--- src/rtl/movegen_pkg.sv ---
// Shared widths, piece type and load-FSM state encoding for the
// move-generator board store.
package movegen_pkg;

  localparam int unsigned PIECE_W_DEF = 4;
  localparam int unsigned SQ_W_DEF    = 6;

  typedef logic [PIECE_W_DEF-1:0] piece_t;

  localparam piece_t PIECE_EMPTY = '0;

  typedef enum logic {
    LD_IDLE = 1'b0,
    LD_LOAD = 1'b1
  } load_state_t;

endpackage

--- src/rtl/board_bank.sv ---
// One board register file: a single write port and N_LOOKUP combinational
// read ports. Contents clear on reset.
module board_bank
  import movegen_pkg::*;
#(
  parameter int unsigned PIECE_W  = PIECE_W_DEF,
  parameter int unsigned SQ_W     = SQ_W_DEF,
  parameter int unsigned N_LOOKUP = 2
) (
  input  logic                         clk,
  input  logic                         rst_n,
  input  logic                         wr_en,
  input  logic [SQ_W-1:0]              wr_addr,
  input  logic [PIECE_W-1:0]           wr_data,
  input  logic [N_LOOKUP*SQ_W-1:0]     rd_addr,
  output logic [N_LOOKUP*PIECE_W-1:0]  rd_data
);

  localparam int unsigned N_SQ = 2**SQ_W;

  logic [PIECE_W-1:0] mem_q [N_SQ];
  logic [PIECE_W-1:0] mem_d [N_SQ];

  always_comb begin
    mem_d = mem_q;
    if (wr_en) begin
      mem_d[wr_addr] = wr_data;
    end
  end

  always_ff @(posedge clk or negedge rst_n) begin
    if (!rst_n) begin
      for (int unsigned i = 0; i < N_SQ; i++) begin
        mem_q[i] <= '0;
      end
    end else begin
      mem_q <= mem_d;
    end
  end

  always_comb begin
    rd_data = '0;
    for (int unsigned i = 0; i < N_LOOKUP; i++) begin
      rd_data[i*PIECE_W +: PIECE_W] = mem_q[rd_addr[i*SQ_W +: SQ_W]];
    end
  end

endmodule

--- src/rtl/movegen_board_store.sv ---
// Double-buffered board store: a streamed position fills the shadow bank and
// is swapped live on its last square; lookup ports read the live bank.
module movegen_board_store
  import movegen_pkg::*;
#(
  parameter int unsigned PIECE_W  = PIECE_W_DEF,
  parameter int unsigned SQ_W     = SQ_W_DEF,
  parameter int unsigned N_LOOKUP = 2
) (
  input  logic                         clk,
  input  logic                         rst_n,
  input  logic                         in_pos_valid,
  input  logic [PIECE_W-1:0]           in_pos_data,
  input  logic                         in_pos_sop,
  input  logic [N_LOOKUP-1:0]          lookup_valid,
  input  logic [N_LOOKUP*SQ_W-1:0]     lookup_rankfile,
  output logic [N_LOOKUP*PIECE_W-1:0]  out_piece,
  output logic [N_LOOKUP-1:0]          out_piece_valid,
  output logic                         board_ready,
  output logic [7:0]                   board_seq,
  output logic                         frame_err
);

  load_state_t                 state_q, state_d;
  logic [SQ_W-1:0]             wr_idx_q, wr_idx_d;
  logic                        live_sel_q, live_sel_d;
  logic [7:0]                  board_seq_q, board_seq_d;
  logic                        board_ready_q, board_ready_d;
  logic                        frame_err_q, frame_err_d;
  logic [N_LOOKUP*PIECE_W-1:0] out_piece_q, out_piece_d;
  logic [N_LOOKUP-1:0]         out_piece_valid_q, out_piece_valid_d;

  logic                        wr_en;
  logic [SQ_W-1:0]             wr_addr;
  logic [N_LOOKUP*PIECE_W-1:0] rd_data0, rd_data1, live_rd;

  // Bank 0 is the shadow while live_sel is 1, bank 1 while it is 0.
  board_bank #(
    .PIECE_W (PIECE_W),
    .SQ_W    (SQ_W),
    .N_LOOKUP(N_LOOKUP)
  ) u_bank0 (
    .clk    (clk),
    .rst_n  (rst_n),
    .wr_en  (wr_en & live_sel_q),
    .wr_addr(wr_addr),
    .wr_data(in_pos_data),
    .rd_addr(lookup_rankfile),
    .rd_data(rd_data0)
  );

  board_bank #(
    .PIECE_W (PIECE_W),
    .SQ_W    (SQ_W),
    .N_LOOKUP(N_LOOKUP)
  ) u_bank1 (
    .clk    (clk),
    .rst_n  (rst_n),
    .wr_en  (wr_en & ~live_sel_q),
    .wr_addr(wr_addr),
    .wr_data(in_pos_data),
    .rd_addr(lookup_rankfile),
    .rd_data(rd_data1)
  );

  assign live_rd = live_sel_q ? rd_data1 : rd_data0;

  always_comb begin
    state_d       = state_q;
    wr_idx_d      = wr_idx_q;
    live_sel_d    = live_sel_q;
    board_seq_d   = board_seq_q;
    board_ready_d = board_ready_q;
    frame_err_d   = 1'b0;
    wr_en         = 1'b0;
    wr_addr       = wr_idx_q;

    if (in_pos_valid) begin
      case (state_q)
        LD_IDLE: begin
          if (in_pos_sop) begin
            wr_en    = 1'b1;
            wr_addr  = '0;
            wr_idx_d = SQ_W'(1);
            state_d  = LD_LOAD;
          end else begin
            frame_err_d = 1'b1;
          end
        end
        LD_LOAD: begin
          if (in_pos_sop) begin
            // Restart: the partial frame is simply overwritten in the shadow.
            frame_err_d = 1'b1;
            wr_en       = 1'b1;
            wr_addr     = '0;
            wr_idx_d    = SQ_W'(1);
          end else begin
            wr_en    = 1'b1;
            wr_idx_d = wr_idx_q + SQ_W'(1);
            if (wr_idx_q == '1) begin
              live_sel_d    = ~live_sel_q;
              board_seq_d   = board_seq_q + 8'd1;
              board_ready_d = 1'b1;
              state_d       = LD_IDLE;
            end
          end
        end
        default: state_d = LD_IDLE;
      endcase
    end
  end

  always_comb begin
    out_piece_d       = out_piece_q;
    out_piece_valid_d = lookup_valid;
    for (int unsigned i = 0; i < N_LOOKUP; i++) begin
      if (lookup_valid[i]) begin
        out_piece_d[i*PIECE_W +: PIECE_W] = board_ready_q ? live_rd[i*PIECE_W +: PIECE_W]
                                                          : PIECE_W'(PIECE_EMPTY);
      end
    end
  end

  always_ff @(posedge clk or negedge rst_n) begin
    if (!rst_n) begin
      state_q           <= LD_IDLE;
      wr_idx_q          <= '0;
      live_sel_q        <= 1'b0;
      board_seq_q       <= '0;
      board_ready_q     <= 1'b0;
      frame_err_q       <= 1'b0;
      out_piece_q       <= '0;
      out_piece_valid_q <= '0;
    end else begin
      state_q           <= state_d;
      wr_idx_q          <= wr_idx_d;
      live_sel_q        <= live_sel_d;
      board_seq_q       <= board_seq_d;
      board_ready_q     <= board_ready_d;
      frame_err_q       <= frame_err_d;
      out_piece_q       <= out_piece_d;
      out_piece_valid_q <= out_piece_valid_d;
    end
  end

  assign out_piece       = out_piece_q;
  assign out_piece_valid = out_piece_valid_q;
  assign board_ready     = board_ready_q;
  assign board_seq       = board_seq_q;
  assign frame_err       = frame_err_q;

endmodule

--- config.mk ---
export PLATFORM = sky130hd
export DESIGN_NAME = movegen_board_store
export DESIGN_NICKNAME = d
export VERILOG_FILES = /design/src/rtl/movegen_pkg.sv /design/src/rtl/board_bank.sv /design/src/rtl/movegen_board_store.sv
export SDC_FILE = /design/constraint.sdc
export NUM_CORES = 1
export LEC_CHECK = 0
export CORE_ASPECT_RATIO = 0.75
export CORE_MARGIN = 3
export CORE_UTILIZATION = 60
export CTS_BUF_LIST = sky130_fd_sc_hd__clkbuf_2
export DETAILED_ROUTE_END_ITERATION = 10
export PLACE_DENSITY_LB_ADDON = 0.05
export SETUP_SLACK_MARGIN = 0.3
export SLEW_MARGIN = 0
export SYNTH_ARGS = -nofsm -noshare
export SYNTH_HDL_FRONTEND = slang
export SYNTH_SLANG_ARGS = --single-unit
--- constraint.sdc ---
create_clock -name clk -period 2.3 [get_ports clk]
set_input_delay 0.575 -clock clk [delete_from_list [all_inputs] [get_ports clk]]
set_output_delay 0.575 -clock clk [all_outputs]
set_load 0.03 [all_outputs]
==> results by group, run 1 <==
Status
  – Outcome: complete, but fails checks
  – Violated checks: negative setup slack

Die
  – Core ar.: 0.04809 mm²
  – Die X: 262.9 µm
  – IO Count: 42
  – Num rows: 69
  – Initial Util: 61.75%
  – Die area: 0.05223 mm²
  – Die H: 198.7 µm

Setup path
  – Worst path arrival time: 1.92 ns
  – Startpoint type of the worst setup path: flop
  – Reg-to-reg startpoint: u_bank0.mem_q[205]$_DFFE_PN0P_
  – Crit-path max FO: 2
  – Crit-path slowest cell: dfrtp_2
  – Crit path required time: 1.73 ns
  – Worst Setup SP: out_piece[5]$_DFFE_PN0P_
  – Crit end category: output port
  – CP delay by family, top: flip-flops
  – Crit path cell chain: buf_6
  – WP buf/inv: 1
  – WS Path Type: reg2out
  – Slowest stage delay, CP: 0.51 ns

Timing
  – Relative slew margins: 36.52%
  – Tcrit/Tclk final: 108.3%
  – RSZ-0062 raised after global routing: yes
  – Actual slew at the worst max-slew pin: 0.9502 ns
  – Final worst path period need: 2.490 ns
  – Final WS setup: -0.1905 ns
  – Final Max Slew Viols: 0
  – Clock skew: 0.07661 ns
  – Final Hold Vio Count: 0
  – Setup violations, final: 19
  – Achievable Freq: 0.4015 GHz

Logic synthesis
  – Fraction of registers with async set/reset: 100.0%
  – Synth Flop Type: dfrtp_1
  – Synth top area share: 45.50%
  – Post-synthesis cell type count: 66
  – Seq/Total Area, Yosys: 45.50%
  – Synth Cell Area: 0.02970 mm²
  – Synthesized Nets: 2212
  – Syn avg cell area: 13.58 µm²
  – Post-synth EDFFs: 0
  – Ys Warns: 0
  – Synth top area cells: dfrtp_1 46%, mux2_2 20%, mux4_2 14%
  – Synthesized instance count: 2187
  – Flops & latches, synth: 540
  – Post-synth top area cell: dfrtp_1

Run
  – Max Cap Viol: 0

Global route
  – First-pass GRT wire length: 146300 µm
  – Largest net degree at the start of global routing: 69
  – Initial antenna violation count: 3
  – GRT Total Usage: 37.72%
  – Total grt overflow: 0
  – Vias in the first global route: 22680

Placed design
  – Setup WS pre-CTS: -0.9665 ns
  – Placer congestion estimate: 0.9876
  – Post-DP HPWL: 69600 µm
  – Post-Place Cell Area: 0.03353 mm²
  – IO Port Bufs: 41

Min path
  – Hold_sp: in_pos_data[0]
  – Hold Path Class: in2reg

Pwr
  – Total chip power: 19.65 mW
  – Maximum VDD drop: 0.5964 mV
  – PD cells: 524.9 mW/mm²
  – Static leakage: 17.36 nW

Drt
  – Via count: 23070
  – Initial DRT Pass Iterations: 6
  – Wire length per cell: 30.55 µm
  – # DRC: 0
  – Wirelength, routed: 101500 µm
  – Drt initial violations: 2920
  – Antenna viol nets, final: 0
  – Vias/cell: 6.944

Final layout
  – Layout cell share with drive strength beyond 1: 57.91%
  – FF+latch area: 0.01352 mm²
  – Final net count: 2617
  – Layout area overhead: 26.06%
  – Area of the multi-input gates: 0.01751 mm²
  – Final instance area: 0.03743 mm²
  – Most common cell after layout, fill and taps aside: dfrtp_1
  – Commonest cells after routing, fill and taps aside: 531 x dfrtp_1, 295 x buf_4, 286 x mux2_2
  – Layout fillers: 2863

Clocking
  – CTS buffer count: 137
  – Clock root cell: clkbuf_2
  – Deepest clock path buffer count: 3
  – Clock slew at reported path FFs: 0.13 ns
  – H-tree Lvls: 4
  – Clk sinks: 540
  – TritonCTS clock tree: built
  – Worst-Skew Late Latency: 1.24 ns
==> cells in the mapped netlist, types with 4 or more instances <==
master / number
mux4_2: 190
buf_1: 7
a22o_1: 4
nand3_1: 28
o21ai_0: 19
a311oi_1: 4
inv_1: 6
a221oi_1: 16
buf_2: 27
a2111oi_0: 7
a21oi_1: 27
o211ai_1: 5
mux4_1: 11
nand2_1: 122
buf_6: 17
a211oi_1: 5
or2_2: 4
nor4_1: 4
o221ai_1: 12
o22ai_1: 24
nand4_1: 8
o21ai_1: 9
o31ai_1: 4
nand2b_1: 16
nor3_1: 13
buf_4: 20
nor2b_1: 28
a31o_1: 5
clkbuf_1: 99
mux2i_1: 129
nor2_1: 117
dfrtp_1: 540
nand3b_1: 6
and2_1: 9
mux2_2: 522
a32oi_1: 4
a31oi_1: 14
nor3b_1: 5
a22oi_1: 36
and3_1: 14
and3b_1: 4
xnor2_1: 6
a211o_1: 5
==> metrics by stage <==
| step | utilization, % | hold slack (ns) | cells | setup TNS, ns |
|---|---|---|---|---|
| global placement | 69.73 | 0.4589 | 3041 | -283.37 |
| finish | 77.84 | 0.06322 | 3322 | -1.266 |
| floorplan | - | 0.2794 | 2187 | 0 |
| CTS | 73.97 | 0.02163 | 3306 | -1.906 |
| global route | 77.83 | -0.001460 | 3320 | -3.325 |
| detailed placement | 69.73 | 0.4674 | 3041 | -287.38 |
==> final cells by class <==
cell class / instances / area share (%)
clock buffer: 184 / 2.460
tap: 639 / 2.136
clock inverter: 43 / 0.7587
timing repair buffer: 441 / 11.64
inverter: 8 / 0.08022
antenna: 3 / 0.02005
sequential: 540 / 36.13
multi-input combinational: 1464 / 46.77
==> worst paths after layout <==
| path | endpoint | slack (ns) | cells after the start |
|---|---|---|---|
| max | out_piece[5] | -0.19 | 1 |
| min | u_bank1.mem_q[148]$_DFFE_PN0P_ | 0.06 | 2 |
| max reg2reg | out_piece[1]$_DFFE_PN0P_ | 0.07 | 7 |
| min reg2reg | u_bank1.mem_q[89]$_DFFE_PN0P_ | 0.53 | 1 |
| max in group asynchronous | u_bank1.mem_q[139]$_DFFE_PN0P_ | 1.76 | 3 |
| min in group asynchronous | u_bank1.mem_q[191]$_DFFE_PN0P_ | 0.15 | 3 |
==> routing by layer <==
| layer | GRT usage, % | wire length, µm |
|---|---|---|
| met5 | 0 | 13 |
| met4 | 11.14 | 3203 |
| met3 | 11.67 | 12970 |
| met2 | 53.85 | 43750 |
| met1 | 56.17 | 41540 |
==> sequential cells by signal, summed over array words and instances (netlist names), 2 cells and up <==
signal and flops:
board_seq 8, out_piece 8, out_piece_valid 2, u_bank0.mem_q 256, u_bank1.mem_q 256, wr_idx_q 6
==> where the power goes <==
part           internal [mW]  switching (mW)  total (mW)
clock                   2.61            4.12        6.73
combinational           1.23            1.69        2.93
sequential              9.75           0.242        9.99
==> kinds of logic after synthesis <==
logic type	Yosys count	share of synthesized area [%]
muxes	852	39.53
buffers and inverters	183	3.333
adders and majority gates	3	0.1264
xor gates and xnor gates	8	0.2360
DFF	540	45.50
AOI/OAI and AO/OA	217	5.254
and+or+nand+nor	384	6.021
==> repair_timing <==
| action | in CTS | in global routing |
|---|---|---|
| buffers inserted | 33 | 13 |
| setup endpoints to repair | 447 | 381 |
| endpoints found under the hold margin | 598 | 0 |
| gates resized for setup | 257 | 421 |
| hold buffers | 5 | 0 |
| pin swaps | 22 | 93 |
Note: power is estimated with default switching activity, not from simulation.
==> run 2: changes to the inputs <==
--- a/config.mk
+++ b/config.mk
@@ -5,11 +5,12 @@
 export SDC_FILE = /design/constraint.sdc
 export NUM_CORES = 1
 export LEC_CHECK = 0
-export CORE_ASPECT_RATIO = 0.75
+export CORE_ASPECT_RATIO = 0.6
 export CORE_MARGIN = 3
 export CORE_UTILIZATION = 60
 export CTS_BUF_LIST = sky130_fd_sc_hd__clkbuf_2
 export DETAILED_ROUTE_END_ITERATION = 10
+export GPL_ROUTABILITY_DRIVEN = 0
 export PLACE_DENSITY_LB_ADDON = 0.05
 export SETUP_SLACK_MARGIN = 0.3
 export SLEW_MARGIN = 0
==> run 2 against run 1 <==
Clock skew rose by 0.068 ns. Via count barely moved. The flow still finishes with violations (negative setup slack). Utilization fell by 0.70 points. Non-clock buffer count fell by 3. Critical path type unchanged. Die area rose by 0.12%.
==> results by group, run 2 (synthesis results as in run 1) <==
Die
  – IO Count: 42 (unchanged)
  – Die area: 0.05229 mm² (+0.12%)
  – Core ar.: 0.04833 mm² (+0.50%)
  – Die X: 293.2 µm (+12%)
  – Initial Util: 61.45% (-0.31 points)
  – Die H: 178.3 µm (-10%)
  – Num rows: 62 (-10%)

Final layout
  – Commonest cells after routing, fill and taps aside: 533 x dfrtp_1, 284 x buf_4, 274 x mux2_2
  – Final net count: 2597 (-0.76%)
  – Most common cell after layout, fill and taps aside: dfrtp_1
  – Top Registers: u_bank0.mem_q x256, u_bank1.mem_q x256
  – Layout cell share with drive strength beyond 1: 57.64% (-0.27 points)
  – Layout area overhead: 25.54%

Setup path
  – Slowest stage delay, CP: 0.41 ns (-0.10 ns)
  – Crit-path max FO: 2 (unchanged)
  – WS Path Type: reg2out
  – Crit-path slowest cell: dfrtp_1
  – Reg-to-reg startpoint: state_q$_DFFE_PN0P_
  – Worst Setup SP: board_ready$_DFFE_PN0P_
  – R2R setup slack: 0.08 ns (about the same)
  – WP buf/inv: 2 (+1)
  – Crit path cell chain: buf_6 -> buf_6
  – Worst path arrival time: 1.85 ns (-0.07 ns)
  – CP delay by family, top: flip-flops
  – Crit path required time: 1.73 ns (about the same)
  – Crit path top cell by count: buf_6
  – Startpoint type of the worst setup path: flop
  – Crit end category: output port

Clocking
  – Clk sinks: 540 (unchanged)
  – Deepest clock path buffer count: 3 (unchanged)
  – Worst-Skew Late Latency: 1.24 ns (about the same)
  – TritonCTS clock tree: built
  – H-tree Lvls: 3 (-1)
  – Clock slew at reported path FFs: 0.11 ns (-0.02 ns)
  – CTS buffer count: 120 (-12%)
  – Clock root cell: clkbuf_2

Timing
  – Final Max Slew Viols: 0 (unchanged)
  – Clock skew: 0.1443 ns (+0.06769 ns)
  – Final WS setup: -0.1252 ns (+0.06528 ns)
  – Setup TNS: -0.8240 ns (+0.4418 ns)
  – RSZ-0062 raised after global routing: yes
  – Achievable Freq: 0.4123 GHz (+2.7%)
  – Tcrit/Tclk final: 105.4% (-2.8 points)
  – Final worst path period need: 2.425 ns (-0.06528 ns)
  – Final Hold Vio Count: 0 (unchanged)
  – Actual slew at the worst max-slew pin: 1.016 ns (+0.06567 ns)
  – Setup violations, final: 13 (-6)
  – Relative slew margins: 32.27% (-4.2 points)

Global route
  – Total grt overflow: 0 (unchanged)
  – Vias in the first global route: 22670 (-0.044%)
  – First-pass GRT wire length: 150200 µm (+2.6%)
  – Initial antenna violation count: 1 (-2)
  – GRT Total Usage: 39.14% (+1.4 points)
  – Largest net degree at the start of global routing: 86 (+25%)

Pwr
  – Switching share of total power: 30.75% (-0.066 points)
  – Internal: 13.31 mW (-2.1%)
  – Comb power frac: 15.6% (+0.7 points)
  – PD cells: 515.7 mW/mm² (-1.7%)
  – Static leakage: 17.29 nW (-0.41%)
  – Net switching power: 5.912 mW (-2.4%)
  – Flop pwr share: 52.1% (+1.3 points)
  – Maximum VDD drop: 0.3526 mV (-41%)
  – Clock network fraction of total power: 32.3% (-1.9 points)

Placed design
  – IO Port Bufs: 41 (unchanged)
  – Setup WS pre-CTS: -0.9243 ns (+0.04219 ns)
  – Post-DP HPWL: 71740 µm (+3.1%)

Drt
  – Wirelength, routed: 102900 µm (+1.4%)
  – # DRC: 0 (unchanged)
  – Wire length per cell: 31.14 µm (+1.9%)
  – Vias/cell: 6.979 (+0.50%)
  – Initial DRT Pass Iterations: 6 (unchanged)
  – Drt initial violations: 3037 (+4.0%)
  – Antenna viol nets, final: 0 (unchanged)
  – Via count: 23060 (-0.043%)

Status
  – Outcome: complete, but fails checks
  – Violated checks: negative setup slack

Min path
  – Hold Path Class: in2reg
  – Hold_sp: lookup_valid[1]

Run
  – Max Cap Viol: 0 (unchanged)
run 2: cell types whose count changed in the layout (fill, tap and decap cells not counted), sizes merged:
cell	before	now
clkinv	31	37
inv	13	10
buf	426	417
clkbuf	186	174
diode	3	1
bufinv	4	2
clkinvlp	3	1
dlygate4sd3	4	8
dlymetal6s4s	0	1
run 2: worst register-to-register path, cell delays in order, from the launching register on:
cell,delay [ns]
dfrtp_1,0.40
inv_2,0.07
ha_4,0.19
nor3_4,0.25
buf_6,0.15
nand3_4,0.12
nor3_4,0.24
buf_6,0.15
nand2_4,0.06
buf_6,0.14
mux2_4,0.30
run 2: path summary, 6_finish.rpt:
path                       depth (start not counted)                             end
setup reg to reg                                  10  u_bank1.mem_q[117]$_DFFE_PN0P_
setup / recovery                                   2                     board_ready
hold / removal                                     3    out_piece_valid[1]$_DFF_PN0_
max in group asynchronous                          6  u_bank0.mem_q[154]$_DFFE_PN0P_
min in group asynchronous                          4   u_bank1.mem_q[21]$_DFFE_PN0P_
hold reg to reg                                    1  u_bank1.mem_q[117]$_DFFE_PN0P_
run 2: cell type report:
cell class	count	area, µm²
Fill cell	2918	11050
Timing Repair Buffer	438	4414
Inverter	8	32.53
Clock buffer	171	855.8
Tap cell	640	800.8
Sequential cell	540	13520
Multi-Input combinational cell	1464	17430
Antenna cell	1	2.502
Clock inverter	42	219.0
run 2: what timing repair did:
item / CTS / global route
setup buffers: 25 / 24
pin swaps: 40 / 79
gates cloned: 0 / 1
hold endpoints to repair: 629 / 0
endpoints found under the setup margin: 431 / 495
hold buffers: 9 / 0
gates resized for setup: 355 / 325
run 2: per-stage QoR:
step / cell area [µm²] / hold WS, ns / power (mW) / std cells / util, %
floorplan: 30130 / 0.2794 / 11.45 / 2187 / -
global placement: 33580 / 0.4604 / 12.69 / 3031 / 69.48
detailed placement: 33580 / 0.4768 / 12.74 / 3031 / 69.48
CTS: 35790 / 0.07685 / 19.03 / 3278 / 74.06
global route: 37280 / 0.08693 / 19.91 / 3304 / 77.14
finish: 37280 / 0.1364 / 19.23 / 3304 / 77.14
run 2: power by group through the flow:
stage                     Clock (mW)  Combinational (mW)  Sequential (mW)
after floorplan                    0                1.38             10.1
after global placement             0                2.55             10.1
after detailed placement           0                2.59             10.2
after CTS                       6.26                2.78             9.98
after global routing            6.77                3.11             10.0
final                           6.22                3.00             10.0
run 2: layer usage:
metal	GRT usage, %	vias to the layer above	wire (µm)
met3	13.81	249	13800
met2	52.91	1655	42090
met5	0	-	0
met1	59.13	11980	43490
met4	12.31	0	3498
li1	-	9179	-
==> run 3: changes to the inputs <==
--- a/config.mk
+++ b/config.mk
@@ -5,8 +5,9 @@
 export SDC_FILE = /design/constraint.sdc
 export NUM_CORES = 1
 export LEC_CHECK = 0
+export CAP_MARGIN = 20
 export CORE_ASPECT_RATIO = 0.6
-export CORE_MARGIN = 3
+export CORE_MARGIN = 2
 export CORE_UTILIZATION = 60
 export CTS_BUF_LIST = sky130_fd_sc_hd__clkbuf_2
 export DETAILED_ROUTE_END_ITERATION = 10
==> run 3 against run 2 <==
The flow still finishes with violations (negative setup slack). Maximum frequency shrank 2.8%. Routed wire length decreased by 0.41%. Final area is 0.56% lower. Count of clock-buffer cells in the layout grew 10. First-iteration DRC count down 1.7%. Clock power increased by 9.2%. Non-clock buffer count increased by 3. Critical endpoint unchanged.
==> results by group, run 3 (synthesis results as in run 1) <==
Final layout
  – Layout cell share with drive strength beyond 1: 57.66% (about the same)
  – Commonest cells after routing, fill and taps aside: 532 x dfrtp_1, 311 x buf_4, 295 x mux2_2
  – Layout fillers: 3089 (+5.9%)
  – Area of the multi-input gates: 0.01732 mm² (-0.65%)
  – FF+latch area: 0.01352 mm² (about the same)
  – Most common cell after layout, fill and taps aside: dfrtp_1
  – Fin cells: 3324 (+0.61%)
  – Final instance area: 0.03707 mm² (-0.56%)
  – Final net count: 2614 (+0.65%)
  – Layout area overhead: 24.83%
  – Final Core Density: 75.49% (-1.7 points)
  – Top Registers: u_bank0.mem_q x256, u_bank1.mem_q x256

Pwr
  – Static leakage: 17.31 nW (about the same)
  – Maximum VDD drop: 0.3891 mV (+10%)
  – PD cells: 533.5 mW/mm² (+3.4%)
  – Total chip power: 19.78 mW (+2.9%)

Clocking
  – Deepest clock path buffer count: 3 (unchanged)
  – H-tree Lvls: 4 (+1)
  – Worst-Skew Late Latency: 1.27 ns (+0.03 ns)
  – CTS buffer count: 134 (+12%)
  – TritonCTS clock tree: built
  – Clock slew at reported path FFs: 0.11 ns (about the same)
  – Clock root cell: clkbuf_2
  – Clk sinks: 540 (unchanged)

Die
  – Initial Util: 60.47% (-0.98 points)
  – Die H: 176.3 µm (-1.1%)
  – Num rows: 63 (+1.6%)
  – Core ar.: 0.04911 mm² (+1.6%)
  – Die area: 0.05135 mm² (-1.8%)
  – IO Count: 42 (unchanged)
  – Die X: 291.2 µm (-0.68%)

Timing
  – Final worst path period need: 2.496 ns (+0.07063 ns)
  – Setup TNS: -0.7174 ns (+0.1065 ns)
  – Final Max Slew Viols: 0 (unchanged)
  – Final Hold Vio Count: 0 (unchanged)
  – Relative slew margins: 41.99% (+9.7 points)
  – Achievable Freq: 0.4007 GHz (-2.8%)
  – Final WS setup: -0.1958 ns (-0.07063 ns)
  – RSZ-0062 raised after global routing: yes
  – Actual slew at the worst max-slew pin: 0.8683 ns (-0.1476 ns)
  – Tcrit/Tclk final: 108.5% (+3.1 points)
  – Clock skew: 0.1172 ns (-0.02705 ns)
  – Setup violations, final: 14 (+1)

Global route
  – Initial antenna violation count: 4 (+3)
  – Largest net degree at the start of global routing: 129 (+50%)
  – GRT Total Usage: 39.82% (+0.68 points)
  – First-pass GRT wire length: 149700 µm (-0.28%)
  – Vias in the first global route: 23020 (+1.6%)
  – Total grt overflow: 0 (unchanged)

Setup path
  – Crit-path max FO: 3 (+1)
  – Reg-to-reg startpoint: u_bank0.mem_q[200]$_DFFE_PN0P_
  – Worst path arrival time: 1.92 ns (+0.07 ns)
  – Startpoint type of the worst setup path: flop
  – Crit path required time: 1.73 ns (about the same)
  – R2r worst-path depth: 7 (-3)
  – Reg-to-Reg End: out_piece[0]$_DFFE_PN0P_
  – Crit end category: output port
  – R2R setup slack: 0.08 ns (about the same)
  – WS Path Type: reg2out

Drt
  – Vias/cell: 6.980 (about the same)
  – Wire length per cell: 30.83 µm (-1.0%)
  – Initial DRT Pass Iterations: 9 (+3)
  – # DRC: 0 (unchanged)
  – Drt initial violations: 2986 (-1.7%)
  – Antenna viol nets, final: 0 (unchanged)
  – Via count: 23200 (+0.62%)
  – Wirelength, routed: 102500 µm (-0.41%)

Placed design
  – IO Port Bufs: 41 (unchanged)
  – Post-DP HPWL: 72100 µm (+0.50%)
  – DP Cell Count: 3067 (+1.2%)
  – Post-Place Cell Area: 0.03357 mm² (about the same)

Min path
  – Min-Delay Endpoint: u_bank1.mem_q[179]$_DFFE_PN0P_
  – Hold_sp: in_pos_data[3]
  – Hold Path Class: in2reg
  – Hold path depth: 3 (unchanged)

Run
  – Max Cap Viol: 0 (unchanged)

Status
  – Violated checks: negative setup slack
  – Outcome: complete, but fails checks
[run 3: worst max path at each step]
stage                                to  cells after the start                    start  slack, ns
2_1_floorplan  out_piece[0]$_DFFE_PN0P_                      8       lookup_rankfile[0]       0.08
3_3_place_gp   out_piece[7]$_DFFE_PN0P_                      9       lookup_rankfile[9]      -0.77
3_5_place_dp   out_piece[4]$_DFFE_PN0P_                      9       lookup_rankfile[9]      -0.85
4_1_cts                     board_ready                      2  board_ready$_DFFE_PN0P_      -0.25
5_1_grt                     board_ready                      2  board_ready$_DFFE_PN0P_      -0.30
6_report                    board_ready                      2  board_ready$_DFFE_PN0P_      -0.20
[run 3: routing by layer]
| metal | share of wire [%] | global-route usage [%] | wire, µm |
|---|---|---|---|
| met5 | 0.011 | 0 | 11 |
| met4 | 3.2 | 13.41 | 3305 |
| met3 | 15 | 14.98 | 14970 |
| met2 | 41 | 53.37 | 41560 |
| met1 | 42 | 59.47 | 42630 |
[run 3: cell type report]
| cell class | count | share of cell area (%) |
|---|---|---|
| flip-flops and latches | 540 | 36.48 |
| inverters | 8 | 0.08100 |
| diodes | 3 | 0.02025 |
| well taps | 650 | 2.194 |
| repair buffers | 441 | 11.32 |
| multi-input cells | 1464 | 46.73 |
| clock buffers | 181 | 2.444 |
| clock inverters | 37 | 0.7358 |
[run 3: stage by stage]
| step | setup slack (ns) | hold slack, ns |
|---|---|---|
| after detailed placement | -0.8472 | 0.4651 |
| final | -0.1958 | 0.1082 |
| after global placement | -0.7683 | 0.4593 |
| after global routing | -0.3032 | 0.04042 |
| after CTS | -0.2542 | 0.03182 |
| after floorplan | 0.08298 | 0.2794 |
[run 3: power by group]
part / internal [mW] / switching [mW] / leakage (nW)
registers: 9.75 / 0.241 / 7.47
logic: 1.31 / 1.68 / 8.95
clock network: 2.66 / 4.13 / 0.891
total: 13.7 / 6.05 / 17.3
[run 3: worst max-delay path, cell delays in order (launching register included)]
cell and delay, ns:
dfrtp_1 0.42, buf_6 0.14, buf_6 0.13
[run 3: repair_timing]
item,in CTS,in global routing
gates resized for setup,247,388
endpoints found under the hold margin,635,0
setup buffers,16,13
hold buffers,7,0
setup endpoints to repair,404,387
pin swaps,25,75
